### src/rtl/sipo_deser_pkg.sv
// Shared types and helpers for the serial-in, parallel-out deserializer.
package sipo_pkg;

  typedef enum logic {RX_IDLE = 1'b0, RX_SHIFT = 1'b1} rx_state_t;
  typedef enum logic {OUT_EMPTY = 1'b0, OUT_FULL = 1'b1} out_state_t;

  function automatic int cnt_w(input int width);
    return $clog2(width);
  endfunction

endpackage

### src/rtl/sipo_deser_out_reg.sv
// Valid/ready holding register for completed words; drops a new word and
// pulses overrun when the previous word is still unconsumed.
module sipo_out_reg
  import sipo_pkg::*;
#(
  parameter int WIDTH = 8
) (
  input  logic             clk,
  input  logic             rstn,
  input  logic             clear,
  input  logic             load,
  input  logic [WIDTH-1:0] data,
  input  logic             pout_ready,
  output logic [WIDTH-1:0] pout_data,
  output logic             pout_valid,
  output logic             overrun
);

  out_state_t       state_r, state_s;
  logic [WIDTH-1:0] data_r, data_s;
  logic             overrun_r, overrun_s;

  // Next-state, next-data and overrun pulse decode.
  always_comb begin
    state_s   = state_r;
    data_s    = data_r;
    overrun_s = 1'b0;
    if (clear) begin
      state_s = OUT_EMPTY;
    end else begin
      case (state_r)
        OUT_EMPTY: begin
          if (load) begin
            state_s = OUT_FULL;
            data_s  = data;
          end else begin
            state_s = OUT_EMPTY;
          end
        end
        OUT_FULL: begin
          if (load) begin
            if (pout_ready) begin
              data_s = data;
            end else begin
              overrun_s = 1'b1;
            end
          end else if (pout_ready) begin
            state_s = OUT_EMPTY;
          end else begin
            state_s = OUT_FULL;
          end
        end
        default: state_s = OUT_EMPTY;
      endcase
    end
  end

  // Output register state.
  always_ff @(posedge clk or negedge rstn) begin
    if (!rstn) begin
      state_r   <= OUT_EMPTY;
      data_r    <= {WIDTH{1'b0}};
      overrun_r <= 1'b0;
    end else begin
      state_r   <= state_s;
      data_r    <= data_s;
      overrun_r <= overrun_s;
    end
  end

  assign pout_data  = data_r;
  assign pout_valid = (state_r == OUT_FULL);
  assign overrun    = overrun_r;

endmodule

### src/rtl/sipo_deser.sv
// Serial-in, parallel-out deserializer: assembles WIDTH-bit words from a
// qualified bit stream, restarts on sin_sof, and hands words to sipo_out_reg.
module sipo_deser
  import sipo_pkg::*;
#(
  parameter int WIDTH     = 8,
  parameter bit MSB_FIRST = 1'b1
) (
  input  logic             clk,
  input  logic             rstn,
  input  logic             sin_valid,
  input  logic             sin_data,
  input  logic             sin_sof,
  input  logic             clear,
  output logic [WIDTH-1:0] pout_data,
  output logic             pout_valid,
  input  logic             pout_ready,
  output logic             busy,
  output logic             overrun,
  output logic             frame_err
);

  localparam int            CW       = cnt_w(WIDTH);
  localparam logic [CW-1:0] CNT_LAST = CW'(WIDTH - 1);
  localparam logic [CW-1:0] CNT_ONE  = CW'(1'b1);

  rx_state_t        rx_state_r, rx_state_s;
  logic [CW-1:0]    cnt_r, cnt_s;
  logic [WIDTH-1:0] shreg_r, shreg_s, shifted_s;
  logic             frame_err_r, frame_err_s;
  logic             load_s;

  assign shifted_s = MSB_FIRST ? {shreg_r[WIDTH-2:0], sin_data}
                               : {sin_data, shreg_r[WIDTH-1:1]};

  // Receive FSM next-state, counter and framing decode.
  always_comb begin
    rx_state_s  = rx_state_r;
    cnt_s       = cnt_r;
    shreg_s     = shreg_r;
    frame_err_s = 1'b0;
    load_s      = 1'b0;
    if (clear) begin
      rx_state_s = RX_IDLE;
      cnt_s      = {CW{1'b0}};
    end else if (sin_valid) begin
      shreg_s = shifted_s;
      case (rx_state_r)
        RX_IDLE: begin
          rx_state_s = RX_SHIFT;
          cnt_s      = CNT_ONE;
        end
        RX_SHIFT: begin
          // A restart keeps shifting: the stale bits fall off before completion.
          if (sin_sof) begin
            frame_err_s = 1'b1;
            cnt_s       = CNT_ONE;
          end else if (cnt_r == CNT_LAST) begin
            rx_state_s = RX_IDLE;
            cnt_s      = {CW{1'b0}};
            load_s     = 1'b1;
          end else begin
            cnt_s = cnt_r + CNT_ONE;
          end
        end
        default: begin
          rx_state_s = RX_IDLE;
          cnt_s      = {CW{1'b0}};
        end
      endcase
    end else begin
      rx_state_s = rx_state_r;
    end
  end

  // Receive FSM, counter, shift register and frame error pulse.
  always_ff @(posedge clk or negedge rstn) begin
    if (!rstn) begin
      rx_state_r  <= RX_IDLE;
      cnt_r       <= {CW{1'b0}};
      shreg_r     <= {WIDTH{1'b0}};
      frame_err_r <= 1'b0;
    end else begin
      rx_state_r  <= rx_state_s;
      cnt_r       <= cnt_s;
      shreg_r     <= shreg_s;
      frame_err_r <= frame_err_s;
    end
  end

  assign busy      = (rx_state_r == RX_SHIFT);
  assign frame_err = frame_err_r;

  sipo_out_reg #(.WIDTH(WIDTH)) u_out_reg (
    .clk        (clk),
    .rstn       (rstn),
    .clear      (clear),
    .load       (load_s),
    .data       (shifted_s),
    .pout_ready (pout_ready),
    .pout_data  (pout_data),
    .pout_valid (pout_valid),
    .overrun    (overrun)
  );

endmodule

### config.mk
export PLATFORM = sky130hd
export DESIGN_NAME = sipo_deser
export DESIGN_NICKNAME = d
export VERILOG_FILES = /design/src/rtl/sipo_deser_pkg.sv /design/src/rtl/sipo_deser_out_reg.sv /design/src/rtl/sipo_deser.sv
export SDC_FILE = /design/constraint.sdc
export NUM_CORES = 1
export LEC_CHECK = 0
export CORE_UTILIZATION = 45
export CTS_CLUSTER_SIZE = 25
export DETAILED_ROUTE_END_ITERATION = 8
export GPL_TIMING_DRIVEN = 0
export PLACE_DENSITY_LB_ADDON = 0.1
export SLEW_MARGIN = 20
export SYNTH_ARGS = -nofsm -noshare
export SYNTH_HDL_FRONTEND = slang
export SYNTH_HIERARCHICAL = 1
export SYNTH_SLANG_ARGS = --single-unit
### constraint.sdc
create_clock -name clk -period 2.4 [get_ports clk]
set_input_delay 0.24 -clock clk [delete_from_list [all_inputs] [get_ports clk]]
set_output_delay 0.24 -clock clk [all_outputs]
set_load 0.02 [all_outputs]
Word level (Yosys, flattened, before mapping). Cells that the tools add are included.

Bits in registers: 22. Latch bits: 0. Bits in writable memories: 0. Memory bits (read-only): 0. Output and inout bits: 12. Logic and storage cells: 49. Memories: 0.

$add $sub $neg: 1. $mul: 0. Divide/modulo/power cells: 0. $lt $le $gt $ge: 0. Equal/unequal tests: 4. Shift operators: 0. Muxes and demuxes: 31. Bitwise gates (word level): 3. Reductions and logical operators: 3.

Operators with widths (number): $mux W8 (3); $mux W1 (20); $pmux W8 S2 (1); $mux W3 (4); $ne A2 B2 Y1 const B (3); $pmux W3 S2 (1); $pmux W1 S2 (2); $reduce_and A4 Y1 (1); $add A3 B1 Y3 const B (1); $eq A3 B3 Y1 const B (1); $not A1 Y1 (3); $reduce_and A2 Y1 (1); $reduce_bool A2 Y1 (1).

Depth between registers and ports, before layout. Gate-level depths: netlist (run 1).

Depth after elaboration: 9. Gate-level depth with buffers: 6.

Hierarchy. Netlist (run 1), hierarchy kept.

Modules (own cells, without submodules): sipo_deser (instances 1, cells each 38, area an instance 556.8 um^2); sipo_out_reg (instances 1, cells each 23, area an instance 390.4 um^2).

Least setup slack after synthesis (run 1). OpenSTA, ideal clock, no wires.

Path kind: register to register. Start: register rx_state_r, in the netlist busy. End: register u_out_reg.data_r[0], in the netlist u_out_reg/pout_data[0]. Setup time: 125 ps. Arrival: 1595 ps. Required time: 2275 ps. Setup slack: 680 ps. Cell stages (with the launch flop): 5. Path buffers: 0. Clock period less this slack: 1720 ps. Cell sequence: dfrtp_1 -> nor2b_1 -> and3_1 -> nor3b_4 -> mux2_2.

Word-level cells in the longest chain between the ends: 5.

RTL lines: start: declaration (RTL line sipo_deser.sv:27) `rx_state_t rx_state_r, rx_state_s;`; start signal: assignment (RTL line sipo_deser.sv:84) `rx_state_r <= rx_state_s;`; $mux W1 * (RTL line sipo_deser.sv:48) `case (rx_state_r)`; $mux W1 * (RTL line sipo_deser.sv:46) `end else if (sin_valid) begin`; $mux W1 * (RTL line sipo_deser.sv:43) `if (clear) begin`; named net load_s (RTL line sipo_deser.sv:31) `logic load_s;`; $ne A2 B2 Y1 (no source line); $reduce_and A4 Y1 (no source line) *; end signal: assignment (RTL line sipo_deser_out_reg.sv:62) `data_r <= {WIDTH{1'b0}};`; end signal: assignment (RTL line sipo_deser_out_reg.sv:66) `data_r <= data_s;`; end: declaration (RTL line sipo_deser_out_reg.sv:20) `logic [WIDTH-1:0] data_r, data_s;`.

The timed path passes the listed nets; every way through them passes the cells marked *. A chain may end at the register's enable or synchronous reset.

Worst setup path after layout (run 1).
Start: input clear. End: register u_out_reg.data_r[5], in the netlist u_out_reg/pout_data[5].

Word-level cells in the longest chain between the ends: 3.

RTL lines: start: declaration (RTL line sipo_deser.sv:14) `input logic clear,`; $mux W1 * (RTL line sipo_deser.sv:43); named net load_s (RTL line sipo_deser.sv:31); $ne A2 B2 Y1 (no source line); $reduce_and A4 Y1 (no source line) *.

Marked as above.

==> results of run 1 <==
==> per-layer routing <==
metal / vias up / routed length (µm)
li1: 261 / -
met1: 264 / 718
met2: 14 / 665
met3: 2 / 61
met4: 0 / 15
met5: - / 0
==> cells in the final DEF, fill, tap and decap left out <==
cell / count
dfrtp_1: 22
clkdlybuf4s50_1: 16
mux2_2: 8
mux2_4: 7
nor2_1: 4
clkbuf_4: 3
buf_6: 2
nor2b_4: 2
and3_1: 2
nand4b_1: 2
nand2b_1: 2
a21oi_1: 2
a311oi_1: 2
ha_1: 2
nor2b_1: 1
or2_2: 1
dlygate4sd3_1: 1
buf_2: 1
and3b_2: 1
nor3b_4: 1
==> worst max-delay path by stage <==
stage / end / slack, ns / cells after the start
after detailed placement: u_out_reg/pout_data[5] / -0.02 / 6
after floorplan: u_out_reg/pout_data[0] / 0.68 / 4
final: u_out_reg/pout_data[5] / 0.34 / 6
after global routing: u_out_reg/pout_data[5] / 0.26 / 6
after CTS: u_out_reg/pout_data[5] / 0.30 / 6
after global placement: u_out_reg/pout_data[0] / 0.04 / 6
==> kinds of logic (layout without fill, tap and decap cells) <==
logic type	after synthesis	after routing	share of synthesized area, %
buffers and inverters	2	23	2.378
adders and majority gates	2	2	2.642
muxes	15	15	20.61
and+or+nand+nor	16	16	13.34
DFF	22	22	58.12
AOI/OAI and AO/OA	4	4	2.907
==> state kept, by name, summed over array words and instances (netlist names) <==
signal / flops
frame_err: 1
cnt_r: 3
shreg_r: 7
u_out_reg/overrun: 1
busy: 1
u_out_reg/pout_data: 8
u_out_reg/pout_valid: 1
==> what timing repair did <==
action,CTS,global route
hold buffers,0,1
hold endpoints to repair,0,22
setup endpoints to repair,0,0
==> where the power goes <==
part | total [µW] | leakage, µW | switching, µW | internal [µW]
Clock | 157 | 0.0000138 | 98.9 | 58.4
Combinational | 111 | 0.000247 | 32.0 | 79.3
Sequential | 456 | 0.000290 | 38.3 | 418
==> layout make-up <==
cell class / instances / area (µm²)
plain buffers: 2 / 22.52
well taps: 27 / 33.78
fillers: 178 / 783.3
clock buffers: 3 / 22.52
multi-input cells: 37 / 374.1
repair buffers: 18 / 175.2
flip-flops and latches: 22 / 550.5
==> stage by stage <==
step / utilization (%) / setup slack, ns / hold WS, ns / instance area, µm² / instances
after floorplan: - / 0.6805 / -0.05559 / 947.2 / 61
after global placement: 58.67 / 0.04387 / 0.4655 / 1151 / 105
after detailed placement: 58.67 / -0.02236 / 0.4767 / 1151 / 105
after CTS: 59.82 / 0.2960 / 0.1444 / 1174 / 108
after global routing: 60.08 / 0.2580 / 0.1416 / 1179 / 109
final: 60.08 / 0.3427 / 0.1516 / 1179 / 109
==> worst max-delay path, stage by stage <==
cell	delay (ns)
clkdlybuf4s50_1	0.61
nor2b_4	0.19
buf_6	0.16
and3_1	0.21
nor3b_4	0.43
mux2_2	0.39
==> results.yml, run 1 <==
status:
  outcome: "finished clean"
synthesis:
  syn_nets: 70
  synth_ff_type: "dfrtp_1"
  synth-seq-cells: 22
  synth_area_per_cell_um2: 15.53
  synth_area_um2: 947.2
  ys_seq_area_share_pct: 58.12
  async_flop_share_pct: 100.0
  yosysTopAreaCellShare_pct: 58.12
  yosys-top-cells-area: "dfrtp_1 58%, mux2_4 11%, mux2_2 9.5%"
  yosysWarnings: 6
  synth_cells: 61
  synth-edff-count: 0
  synth_common_cells: "22 x dfrtp_1, 8 x mux2_2, 7 x mux2_4"
  yosysUniqueCellTypes: 16
  yosys.area.top_type: "dfrtp_1"
  yosysMostFrequentCell: "dfrtp_1"
power_and_ir_drop:
  power_uw: 724.7
  ir_worst_vdd_mv: 0.3376
  p_per_area_nw_per_um2: 614.9
  leakage_uw: 0.0005511
worst_hold_path:
  min_from: "sin_valid"
  min_path_cells: 2
  whs_endpoint: "cnt_r[0]"
  hold_class: "in2reg"
setup_path:
  ff2ff_setup_slack_ns: 0.54
  critPathKind: "in2reg"
  critical_path_required_ns: 2.58
  reg2reg_to: "u_out_reg/pout_data[5]"
  cp_data_arrival_time_ns: 2.24
  worstPathMaxFanout: 9
  worst_setup_path_start_kind: "input port"
  cp-end-kind: "flop"
  r2r_start: "cnt_r[0]"
  ff2ff_path_depth: 5
  crit_start: "clear"
cts:
  cts_setup_buffers: 0
  cts-resized-gates: 0
  clk_pin_slew_ns: 0.11
  cts_tree: "done"
  clock_latency_ns: 0.29
  numClockSinks: 22
  clk_path_buf_depth: 2
  htreeDepth: 1
  cts_buffers: 3
  root_buffer: "clkbuf_4"
floorplan:
  fp.dieW_um: 47.88
  start_util_pct: 48.28
  ios: 19
  die_h_um: 47.88
  num_rows: 16
  die-area_um2: 2292
  coreArea_um2: 1962
sta:
  tns_ns: 0
  hold_viol: 0
  clock-skew-final_ns: 0.008036
  tightest_slew_ns: 0.4750
  maxSlewViolCount: 0
  finalCritPeriodShare_pct: 85.72
  setup_viol: 0
  fmax_ghz: 0.4861
  period_needed_ns: 2.057
  relSlewSlack_pct: 68.33
  rsz0062_at_grt: "false"
detailed_routing:
  vias_per_cell: 4.963
  wire_per_inst_um: 13.39
  first_pass_iters: 4
  drt_wl_total_um: 1460
  dr.first_iter.drc_count: 6
  antenna_left: 0
  vias: 541
  drc: 0
cells_and_area:
  area_growth_pct: 24.44
  fin_nets: 93
  drive_gt1_share_pct: 31.71
  num_antenna_cells: 0
grt:
  use_met2_pct: 18.38
  use_met3_pct: 3.396
  grt_antenna_before_repair: 0
  use_met1_pct: 19.52
  grt_pass1_wl_um: 2070
  grtUsageTotal_pct: 13.65
  overflow: 0
  first_global_vias: 454
  grt_max_degree: 23
  grt.busiest_layer: "met1"
place:
  dpl.hpwl_um: 1010
  numPortBuffers: 17
  gp_congestion: 0.6471
flow_run:
  cap_violations: 0
No activity file was read; power rests on OpenSTA's default activity.
==> run 2, diff against run 1 <==
--- a/config.mk
+++ b/config.mk
@@ -10,6 +10,7 @@
 export DETAILED_ROUTE_END_ITERATION = 8
 export GPL_TIMING_DRIVEN = 0
 export PLACE_DENSITY_LB_ADDON = 0.1
+export RECOVER_POWER = 100
 export SLEW_MARGIN = 20
 export SYNTH_ARGS = -nofsm -noshare
 export SYNTH_HDL_FRONTEND = slang
==> constraint.sdc (replaced) <==
create_clock -name clk -period 2.3 [get_ports clk]
set_input_delay 0.23 -clock clk [delete_from_list [all_inputs] [get_ports clk]]
set_output_delay 0.23 -clock clk [all_outputs]
set_load 0.02 [all_outputs]
==> results.yml, run 2 (synthesis gave the netlist of run 1 again) <==
floorplan:
  die_h_um: 47.88
  start_util_pct: 48.28
  ios: 19
  num_rows: 16
  die-area_um2: 2292
  coreArea_um2: 1962
  fp.dieW_um: 47.88
detailed_routing:
  vias_per_cell: 4.963
  drt_wl_total_um: 1458
  vias: 541
  wire_per_inst_um: 13.38
  antenna_left: 0
  drc: 0
  first_pass_iters: 4
  dr.first_iter.drc_count: 9
cells_and_area:
  multi_input_area_um2: 351.6
  num_antenna_cells: 0
  layout_common_cells: "22 x dfrtp_1, 14 x dlygate4sd3_1, 8 x mux2_2"
  n_fill_cell: 188
  regArea_um2: 550.5
  drive_gt1_share_pct: 23.17
  area_growth_pct: 21.93
  layout_commonest_cell: "dfrtp_1"
  largest_reg_flops: 8
  fin_nets: 93
sta:
  relSlewSlack_pct: 24.32
  hold_viol: 0
  rsz0062_at_grt: "false"
  clock-skew-final_ns: 0.006618
  finalCritPeriodShare_pct: 91.24
  whs_ns: 0.1398
  setup_viol: 0
  fmax_ghz: 0.4765
  period_needed_ns: 2.098
  tightest_slew_ns: 1.135
  tns_ns: 0
  maxSlewViolCount: 0
setup_path:
  worst_setup_path_start_kind: "input port"
  critical_path_required_ns: 2.49
  slowest_stage: "dlygate4sd3_1"
  crit_buf_inv: 2
  cp_cell_sequence: "dlygate4sd3_1 > nor2b_4 > buf_6 > and3_1 > nor3b_4 > mux2_2"
  worstPathMaxFanout: 9
  critPathTopFamily: "buffers and inverters"
  cp-end-kind: "flop"
  slowest_delay_ns: 0.70
  critPathKind: "in2reg"
  cp_data_arrival_time_ns: 2.29
grt:
  grt_antenna_before_repair: 0
  grt_pass1_wl_um: 2070
  grtUsageTotal_pct: 13.65
  use_met1_pct: 19.52
  overflow: 0
  first_global_vias: 454
  grt_max_degree: 23
  grt.busiest_layer: "met1"
  use_met2_pct: 18.38
  use_met3_pct: 3.396
power_and_ir_drop:
  p_per_area_nw_per_um2: 625.6
  ir_worst_vdd_mv: 0.3503
  power_uw: 722.5
  leakage_uw: 0.0005701
cts:
  cts-resized-gates: 0
  cts_tree: "done"
  clock_latency_ns: 0.30
  clk_pin_slew_ns: 0.11
  clk_path_buf_depth: 2
  cts_buffers: 3
  hold_buffers: 0
  cts_setup_buffers: 0
  numClockSinks: 22
  root_buffer: "clkbuf_4"
  htreeDepth: 1
worst_hold_path:
  hold_class: "in2reg"
flow_run:
  cap_violations: 0
place:
  gp_congestion: 0.6471
  dpl.hpwl_um: 1010
  numPortBuffers: 17
status:
  outcome: "finished clean"
## run 2: cell count changes in the layout (fill, tap and decap cells not counted)
| cell | before | now |
|---|---|---|
| clkbuf_1 | 0 | 1 |
| dlygate4sd3_1 | 1 | 14 |
| clkdlybuf4s50_1 | 16 | 3 |
| mux2_1 | 0 | 6 |
| buf_2 | 1 | 0 |
| mux2_4 | 7 | 1 |
## run 2: path summary, 6_finish.rpt
path,start,endpoint,slack (ns),cells after the start
worst max register to register,cnt_r[0],u_out_reg/pout_data[5],0.42,5
min in group asynchronous,rstn,shreg_r[6],0.67,2
worst max-delay path,clear,u_out_reg/pout_data[5],0.20,6
worst min-delay path,sin_valid,cnt_r[0],0.14,2
max in group asynchronous,rstn,u_out_reg/pout_data[3],0.96,2
worst min register to register,shreg_r[6],shreg_r[6],0.50,1
## run 2: cell type report
type | count | share of cell area, %
Clock buffer | 3 | 1.950
Multi-Input combinational cell | 37 | 30.44
Sequential cell | 22 | 47.67
Buffer | 2 | 1.950
Tap cell | 27 | 2.925
Timing Repair Buffer | 18 | 15.06
## run 2: routing by layer
layer  vias up  share of wire, %
li1        261                 -
met1       264                51
met2        14                44
met3         2               4.2
met4         0               1.0
met5         -                 0
## run 2: power by group
part           internal, µW  switching [µW]
clock network          61.0             105
registers               436            36.0
logic                  50.4            34.0
total                   547             175
## run 2: stage by stage
| step | utilization, % | setup WS (ns) | cell area, µm² | cells |
|---|---|---|---|---|
| after floorplan | - | 0.5805 | 947.2 | 61 |
| after global placement | 58.67 | -0.04613 | 1151 | 105 |
| after detailed placement | 58.67 | -0.1124 | 1151 | 105 |
| after CTS | 59.82 | 0.2060 | 1174 | 108 |
| after global routing | 58.86 | 0.1379 | 1155 | 109 |
| final | 58.86 | 0.2015 | 1155 | 109 |
==> run 3, diff against run 2 <==
--- a/config.mk
+++ b/config.mk
@@ -5,7 +5,7 @@
 export SDC_FILE = /design/constraint.sdc
 export NUM_CORES = 1
 export LEC_CHECK = 0
-export CORE_UTILIZATION = 45
+export CORE_UTILIZATION = 44
 export CTS_CLUSTER_SIZE = 25
 export DETAILED_ROUTE_END_ITERATION = 8
 export GPL_TIMING_DRIVEN = 0
==> constraint.sdc (replaced) <==
create_clock -name clk -period 1.8 [get_ports clk]
set_input_delay 0.18 -clock clk [delete_from_list [all_inputs] [get_ports clk]]
set_output_delay 0.18 -clock clk [all_outputs]
set_load 0.02 [all_outputs]
==> results.yml, run 3 (synthesis gave the netlist of run 1 again) <==
status:
  outcome: "finished clean"
setup_path:
  crit_end: "u_out_reg/pout_data[4]"
  crit_buf_inv: 1
  crit_cells: 6
  worst_setup_path_start_kind: "flop"
  ff2ff_setup_slack_ns: 0.1
  r2r_start: "cnt_r[0]"
  critPathKind: "reg2reg"
  cp_data_arrival_time_ns: 1.91
  crit_start: "cnt_r[0]"
  slowest_delay_ns: 0.38
  cp-end-kind: "flop"
  ff2ff_path_depth: 6
  slowest_stage: "dfrtp_1"
  cp_cell_sequence: "ha_1 > ha_2 > and3_4 > nor3b_4 > buf_4 > mux2_2"
  critPathTopFamily: "flip-flops"
  worstPathMaxFanout: 3
  reg2reg_to: "u_out_reg/pout_data[4]"
  critical_path_required_ns: 2.01
grt:
  overflow: 0
  grt_antenna_before_repair: 0
  first_global_vias: 532
  grt_pass1_wl_um: 2387
  grtUsageTotal_pct: 13.80
  grt_max_degree: 23
sta:
  setup_viol: 0
  hold_viol: 0
  clock-skew-final_ns: 0.002195
  finalCritPeriodShare_pct: 94.71
  period_needed_ns: 1.705
  tightest_slew_ns: 0.9392
  maxSlewViolCount: 0
  relSlewSlack_pct: 37.18
  fmax_ghz: 0.5866
  tns_ns: 0
  whs_ns: 0.08708
cts:
  htreeDepth: 1
  clk_pin_slew_ns: 0.12
  numClockSinks: 22
  hold_buffers: 0
  root_buffer: "clkbuf_4"
  clk_path_buf_depth: 2
  cts_tree: "done"
  cts_buffers: 3
  clock_latency_ns: 0.31
power_and_ir_drop:
  p_per_area_nw_per_um2: 888.2
  ir_worst_vdd_mv: 0.6439
  leakage_uw: 0.0005506
detailed_routing:
  dr.first_iter.drc_count: 2
  drc: 0
  drt_wl_total_um: 1414
  wire_per_inst_um: 12.63
  antenna_left: 0
  vias_per_cell: 4.848
  vias: 543
  first_pass_iters: 4
cells_and_area:
  num_antenna_cells: 0
  drive_gt1_share_pct: 29.41
  layout_common_cells: "21 x dfrtp_1, 15 x clkdlybuf4s50_1, 8 x mux2_2"
  multi_input_area_um2: 355.3
  regArea_um2: 551.8
  fin_nets: 95
  stdcell_area_um2: 1211
  area_growth_pct: 27.87
  n_fill_cell: 167
  largest_reg_flops: 8
  layout_commonest_cell: "dfrtp_1"
worst_hold_path:
  hold_class: "in2reg"
  min_path_cells: 2
place:
  placed_cell_area_um2: 1151
  dpl.hpwl_um: 975.7
  numPortBuffers: 17
  gp_congestion: 0.6708
floorplan:
  die-area_um2: 2342
  fp.dieW_um: 48.40
  coreArea_um2: 2002
  die_h_um: 48.40
  ios: 19
  num_rows: 16
  start_util_pct: 47.31
flow_run:
  cap_violations: 0
[run 3: report_power, final]
group | leakage [µW] | switching (µW) | internal [µW]
registers | 0.000289 | 42.6 | 557
clock network | 0.0000279 | 148 | 225
logic | 0.000234 | 43.9 | 58.8
total | 0.000551 | 235 | 841
[run 3: stage by stage]
| step | utilization (%) | setup WS (ns) | total power [µW] | cells |
|---|---|---|---|---|
| 2_1_floorplan | - | 0.08048 | 712.1 | 61 |
| 3_3_place_gp | 57.50 | -0.5347 | 761.1 | 105 |
| 3_5_place_dp | 57.50 | -0.5287 | 763.7 | 105 |
| 4_1_cts | 60.81 | 0.07696 | 1139 | 111 |
| 5_1_grt | 60.50 | -0.003693 | 1135 | 112 |
| 6_report | 60.50 | 0.09514 | 1076 | 112 |
[run 3: routing by layer]
layer,GRT usage [%],routed length [µm],share of wire [%],vias to the layer above
li1,-,-,-,263
met1,18.03,679,48,263
met2,20.19,648,46,15
met3,6.604,73,5.2,2
met4,4.412,12,0.85,0
met5,0,0,0,-
[run 3: how the worst min path moves through the flow]
stage / slack (ns) / endpoint / from
detailed placement: 0.41 / cnt_r[0] / sin_valid
global route: 0.09 / cnt_r[0] / sin_valid
floorplan: -0.12 / busy / rstn
finish: 0.09 / busy / sin_valid
CTS: 0.08 / cnt_r[0] / sin_valid
global placement: 0.41 / cnt_r[0] / sin_valid
[run 3: cell type report]
cell class                 instances  area share (%)
clock buffer                       3           1.860
tap                               27           2.789
sequential                        22           45.56
buffer                             2           1.860
timing repair buffer              20           16.12
clock inverter                     1           2.479
multi-input combinational         37           29.34
[run 3: repair_timing]
action,in CTS,in global routing
gates cloned,0,0
endpoints found under the hold margin,0,0
gates resized for setup,1,4
pin swaps,0,0
buffers inserted,2,1
setup endpoints to repair,8,8
